==> src/rtl/data_inf_intc_m2s_wrr_with_id.sv <==
// data_inf_intc_m2s_wrr_with_id: N-to-1 valid/ready arbiter (FIXED/RR/WRR) with burst quota and per-channel ID tagging.
module data_inf_intc_m2s_wrr_with_id #(
    parameter int    NUM    = 8,
    parameter int    DSIZE  = 32,
    parameter int    IDSIZE = 4,
    parameter int    WSIZE  = 4,
    parameter string MODE   = "RR",
    parameter int    NSIZE  = $clog2(NUM)
) (
    input  logic                          clock,
    input  logic                          rst,
    input  logic [NUM-1:0][IDSIZE-1:0]    sid,
    input  logic [NUM-1:0][WSIZE-1:0]     quota,
    input  logic [NUM-1:0][DSIZE-1:0]     s_data,
    input  logic [NUM-1:0]                s_valid,
    output logic [NUM-1:0]                s_ready,
    output logic [DSIZE-1:0]              m_data,
    output logic [IDSIZE-1:0]             m_id,
    output logic                          m_valid,
    input  logic                          m_ready,
    output logic [NSIZE-1:0]              grant_idx
);
    localparam bit FIXED = (MODE == "FIXED");
    localparam bit WRR   = (MODE == "WRR");

    typedef enum logic {IDLE, LOCK} state_t;
    state_t state;

    logic [NSIZE-1:0]  last, win, idx;
    logic [WSIZE-1:0]  cnt, eff_q;
    logic [IDSIZE-1:0] id_q;
    logic              can_load, hs;

    // Scan from the farthest candidate to the nearest so the nearest valid one wins.
    always_comb begin
        win = '0;
        idx = '0;
        for (int k = NUM; k >= 1; k--) begin
            idx = NSIZE'((FIXED ? k - 1 : int'(last) + k) % NUM);
            if (s_valid[idx]) win = idx;
        end
    end

    assign eff_q    = (WRR && quota[win] != '0) ? quota[win] : WSIZE'(1);
    assign can_load = !m_valid || m_ready;
    assign s_ready  = (state == LOCK && can_load) ? NUM'(1) << grant_idx : '0;
    assign hs       = state == LOCK && s_valid[grant_idx] && can_load;

    always_ff @(posedge clock) begin
        if (rst) begin
            state     <= IDLE;
            grant_idx <= '0;
            last      <= NSIZE'(NUM - 1);
            cnt       <= '0;
            id_q      <= '0;
            m_valid   <= 1'b0;
            m_data    <= '0;
            m_id      <= '0;
        end else begin
            if (hs) begin
                m_valid <= 1'b1;
                m_data  <= s_data[grant_idx];
                m_id    <= id_q;
            end else if (m_ready) begin
                m_valid <= 1'b0;
            end
            if (state == IDLE && |s_valid) begin
                state     <= LOCK;
                grant_idx <= win;
                id_q      <= sid[win];
                cnt       <= eff_q;
            end else if (state == LOCK) begin
                if (hs) cnt <= cnt - WSIZE'(1);
                // A channel that goes idle forfeits the rest of its quota.
                if ((hs && cnt == WSIZE'(1)) || !s_valid[grant_idx]) begin
                    state <= IDLE;
                    last  <= grant_idx;
                end
            end
        end
    end
endmodule

==> config.mk <==
export PLATFORM = sky130hd
export DESIGN_NAME = data_inf_intc_m2s_wrr_with_id
export DESIGN_NICKNAME = d
export VERILOG_FILES = /design/src/rtl/data_inf_intc_m2s_wrr_with_id.sv
export SDC_FILE = /design/constraint.sdc
export NUM_CORES = 1
export LEC_CHECK = 0
export ABC_AREA = 1
export CAP_MARGIN = 20
export CORE_AREA = 2 2 146 148
export DETAILED_ROUTE_END_ITERATION = 10
export DIE_AREA = 0 0 148 150
export PLACE_DENSITY_LB_ADDON = 0.08
export SLEW_MARGIN = 20
export SYNTH_ARGS = -nofsm -noshare
export SYNTH_HDL_FRONTEND = slang
export SYNTH_SLANG_ARGS = --single-unit
==> constraint.sdc <==
create_clock -name clock -period 3.1 [get_ports clock]
set_input_delay 0.62 -clock clock [delete_from_list [all_inputs] [get_ports clock]]
set_output_delay 0.62 -clock clock [all_outputs]
set_load 0.1 [all_outputs]
Yosys cells after proc, flatten, opt, wreduce, memory -nomap -nowiden. Index checks and enable logic that the tools add are counted.

Register bits after elaboration: 52. Latch bits: 0. Bits in writable memories: 0. ROM bits: 0. Bits of input ports: 331. Output and inout port bits: 48. Logic and storage cells: 88. Memories kept: 0.

Add/sub/neg operators: 9. $mul: 0. Div/mod/pow operators: 0. $lt $le $gt $ge: 10. Equal/unequal tests: 1. Shifts and indexed selects: 1. Mux-type cells: 39. Bitwise gates (word level): 2. Reductions and logical operators: 17.

Operators with widths (count): 32-bit binary-select mux with 3-bit select (1); 3-bit by 4-bit < comparator with 1-bit output, second input constant (10); 32-bit two-way mux (1); 1-bit binary-select mux with 3-bit select (9); 3-bit two-way mux (8); 1-bit two-way mux (17); 3-bit adder, second input constant (4); 4-bit binary-select mux with 3-bit select (1); 8-bit two-way mux (1); 8-bit OR reduction (1); 1-bit by 3-bit << shifter with 8-bit output, first input constant (1); 3-bit by 1-bit adder with 3-bit output, second input constant (2); 3-bit by 2-bit adder with 3-bit output, second input constant (2); 2-bit nonzero test (3); 1-bit logical AND (5); 4-bit by 1-bit equality test with 1-bit output, second input constant (1); 4-bit two-way mux (1); 2-bit AND reduction (2); 4-bit by 1-bit subtractor with 4-bit output, second input constant (1); 3-bit AND reduction (1); 1-bit logical NOT (2); 1-bit logical OR (2); 1-bit inverter (2); 2-bit OR reduction (1).

Depth between registers and ports, before layout.
Word-level depth: 13. Depth in mapped cells: 25. Mapped depth without buffers: 22.

Worst setup path before layout. No wires, ideal clock.

Path type: register to output. From: reg grant_idx[2]. To: out s_ready[4]. Arrival time: 2922 ps. Data required time: 2480 ps. Setup slack: -442 ps. Cell stages (with the launch flop): 5. Buffers on the path: 2. Cells stage by stage: dfxtp_1 -> clkbuf_1 -> clkbuf_1 -> nand2_1 -> nor2_1.

Word-level cells in the longest chain between the ends: 2.

RTL lines: start, declared (line 21) `output logic [NSIZE-1:0] grant_idx`; start signal, assigned (line 69) `grant_idx <= win;`; 1-bit by 3-bit << shifter with 8-bit output (line 46) `assign s_ready = (state == LOCK && can_load) ? NUM'(1) << grant_idx : '0;`; 8-bit two-way mux (line 46); end, declared (line 16) `output logic [NUM-1:0] s_ready,`.

No other way between the ends.

Final worst setup path.
From: in m_ready. To: out s_ready[5].

Word-level cells in the longest chain between the ends: 3.

RTL lines: start, declared (line 20) `input logic m_ready,`; 1-bit logical OR (line 45) `assign can_load = !m_valid || m_ready;`; 1-bit logical AND (line 46); 8-bit two-way mux (line 46).

No other way between the ends.

==> metrics.txt <==
PD cells 839.6 mW/mm²; most numerous cell on the critical path nand2_1; number of core rows 53; CP bufs+invs 4; DP HPWL 19130 µm; Ports 379; Post-CTS Hold Fix Bufs 0; clk_lat worst skew 0.30 ns; total wire length 25860 µm; Final setup viols 0; Sink Count 52; # resized after CTS 0; met2 Use GR 40.46%; largest stage delay on the critical path 0.46 ns; CP Depth 8; Pleak 3.338 nW; DIE AREA 0.02220 mm²; CP Cell Sequence clkdlybuf4s50_1, inv_1, nand2_1, nand2_1, inv_1, nand2_1, nor2_1, buf_12; M1 GR Usage 25.99%; crit-path leading delay family buffers and inverters; worst slew pin tran 0.8289 ns; area leader, netlist dfxtp_1; maximum net fanout on the critical path 4; # DRC 0; largest net degree at the start of global routing 67; GRT overflow 0; DR WL/cell 18.17 µm; Max Slew Vio Count 0; Min Clock Period, post-route 2.579 ns; Num CTS Buffers 5; Post-Synthesis Cell Area 0.005001 mm²; met3 Use GR 5.793%; Worst setup EP type output pin; layout cells sized above 1 12.04%; reg2reg setup slack 0.54 ns; die width 148 µm; share of the synthesized area in the top cell type 20.82%; crit path DAT 1.96 ns; area of the multi-input gates 0.003513 mm²; GPL Wtd Cong 0.8481; routed vias/inst 4.906; Fillers 2245; post-synthesis sequential area ratio 20.82%; final worst-path cycle share 83.19%; Die Y 150 µm; TritonCTS clock tree done; Clock Skew 0.009254 ns; FMAX 0.3878 GHz; Finished Core Util 42.63%; post-synthesis sequential element count 52; busiest grt layer met2; YS warnings 0; Reg2Reg Launch Point last[0]$_SDFFE_PP1P_; first-pass GRT wire length 39180 µm; initial core utilization 24.17%; r2r worst-path depth 18; final setup margin 0.5211 ns; Setup crit start kind primary input; worst setup path startpoint m_ready; Post-Syn Area per Cell 5.961 µm²; Hold Path Class reg2reg; reg2reg end id_q[0]$_SDFFE_PP0P_; post-layout instance area 0.008820 mm²; Place WS 0.2136 ns; core area 0.02069 mm²; FF/Latch Area 0.001044 mm²; Area Overhead vs Synth 76.36%; VDD IR-drop max 0.3824 mV; Rel. slew slack 44.74%; Final Hold Viols 0; clk slew on worst S/H paths 0.07 ns; first-pass iteration count of the detailed router 5; DR iter-0 viols 376; cell count after synthesis 839; Fin Hold WS 0.4522 ns; max_cap viols 0; crit path to s_ready[5]; total placed instance area 0.008647 mm²; TNS Setup 0 ns; CTS max path bufs 2; Worst EP required 2.48 ns; Clock H-tree levels 2; clk root buf clkbuf_16; status finished, final reports clean; vias in the first global route 7034; synth unique cells 33; vias 6981; GR Util All Layers 22.57%; syn_nets 1174; Setup CP Type in2out; Post-DRT Antenna Nets 0; top cells by area, synth dfxtp_1 (21%), nand2_1 (20%), nand3_1 (18%), a41oi_1 (11%), a21oi_1 (4.8%); unrepaired setup endpoints after global routing no; Worst path slowest cell clkdlybuf4s50_1; Buffers on Ports 346; initial antenna violation count 2; Total Nets Final 1480; postcts setup bufs 0
stage by stage:
stage	cells	total power, mW
final	1423	7.405
after global routing	1422	8.103
after CTS	1421	7.512
after detailed placement	1413	6.814
after global placement	1413	6.819
after floorplan	839	5.220
tightest hold or removal path, stage by stage (launching register included):
cell and delay (ns):
dfxtp_1 0.31, nand2_1 0.06, nand2_1 0.05
kinds of logic after synthesis:
family          after synthesis  synth area share (%)
simple gates                514                 47.21
fa+ha+maj                     4                 1.001
buf+inv                     106                 9.332
flops                        52                 20.82
compound gates              162                 21.47
xor+xnor                      1                0.1752
metal layers:
layer	up-vias	routed length [µm]
met2	241	13150
met1	3164	10220
met4	0	675
met3	36	1808
li1	3540	-
met5	-	0
cell usage in the layout (no fill, tap or decap), types with 3 or more instances in the layout:
cell / count
clkdlybuf4s50_1: 297
nand2_1: 270
nand3_1: 181
a41oi_1: 64
buf_4: 61
dfxtp_1: 50
a21oi_1: 48
o21ai_0: 38
inv_1: 29
nand2_2: 22
nand3_2: 15
nor2_1: 11
buf_12: 8
inv_2: 7
nor2_2: 5
clkbuf_16: 5
o22ai_1: 4
nand2_4: 4
ha_1: 4
o211ai_1: 3
final cells by class:
| class | count | share of cell area [%] |
|---|---|---|
| clock buffers | 5 | 1.419 |
| inverters | 38 | 1.702 |
| clock inverters | 3 | 0.4823 |
| well taps | 275 | 3.901 |
| diodes | 2 | 0.05675 |
| flip-flops and latches | 52 | 11.83 |
| multi-input cells | 681 | 39.84 |
| repair buffers | 367 | 40.77 |
cell usage after synthesis:
| library cell | count |
|---|---|
| a21oi_1 | 48 |
| buf_12 | 2 |
| o22ai_1 | 4 |
| a21boi_0 | 1 |
| nand2_8 | 1 |
| xnor2_1 | 1 |
| a41oi_1 | 64 |
| nand2_1 | 271 |
| buf_4 | 2 |
| nor3b_1 | 1 |
| inv_6 | 1 |
| nor3_1 | 1 |
| nand4_1 | 1 |
| dfxtp_1 | 52 |
| inv_1 | 31 |
| nor4_1 | 1 |
| nor2_1 | 16 |
| o211ai_1 | 3 |
| a221oi_1 | 1 |
| ha_1 | 4 |
| nand2_2 | 21 |
| o21ai_0 | 38 |
| buf_2 | 1 |
| clkbuf_1 | 55 |
| inv_2 | 6 |
| nand3_2 | 15 |
| nand3_1 | 181 |
| o21ai_1 | 2 |
| buf_6 | 3 |
| buf_1 | 5 |
| nor2_2 | 1 |
| nand2_4 | 4 |
| a21oi_2 | 1 |
power breakdown:
group | total (mW) | switching, mW | internal, mW
Combinational | 5.77 | 3.90 | 1.86
Clock | 0.661 | 0.281 | 0.381
Sequential | 0.976 | 0.122 | 0.854
state kept, by name (all words and copies together) (netlist names):
register and cells:
m_data 32, cnt 4, id_q 4, m_id 4, grant_idx 3, last 3, m_valid 1, state 1
worst min path at each step:
stage	from	to	slack, ns	depth (start not counted)
after floorplan	id_q[0]$_SDFFE_PP0P_	id_q[0]$_SDFFE_PP0P_	0.43	2
after global placement	id_q[1]$_SDFFE_PP0P_	id_q[1]$_SDFFE_PP0P_	0.44	2
after detailed placement	id_q[3]$_SDFFE_PP0P_	id_q[3]$_SDFFE_PP0P_	0.44	2
after CTS	id_q[1]$_SDFFE_PP0P_	id_q[1]$_SDFFE_PP0P_	0.46	2
after global routing	id_q[3]$_SDFFE_PP0P_	id_q[3]$_SDFFE_PP0P_	0.48	2
final	id_q[1]$_SDFFE_PP0P_	id_q[1]$_SDFFE_PP0P_	0.45	2
No activity file was read; power rests on OpenSTA's default activity.
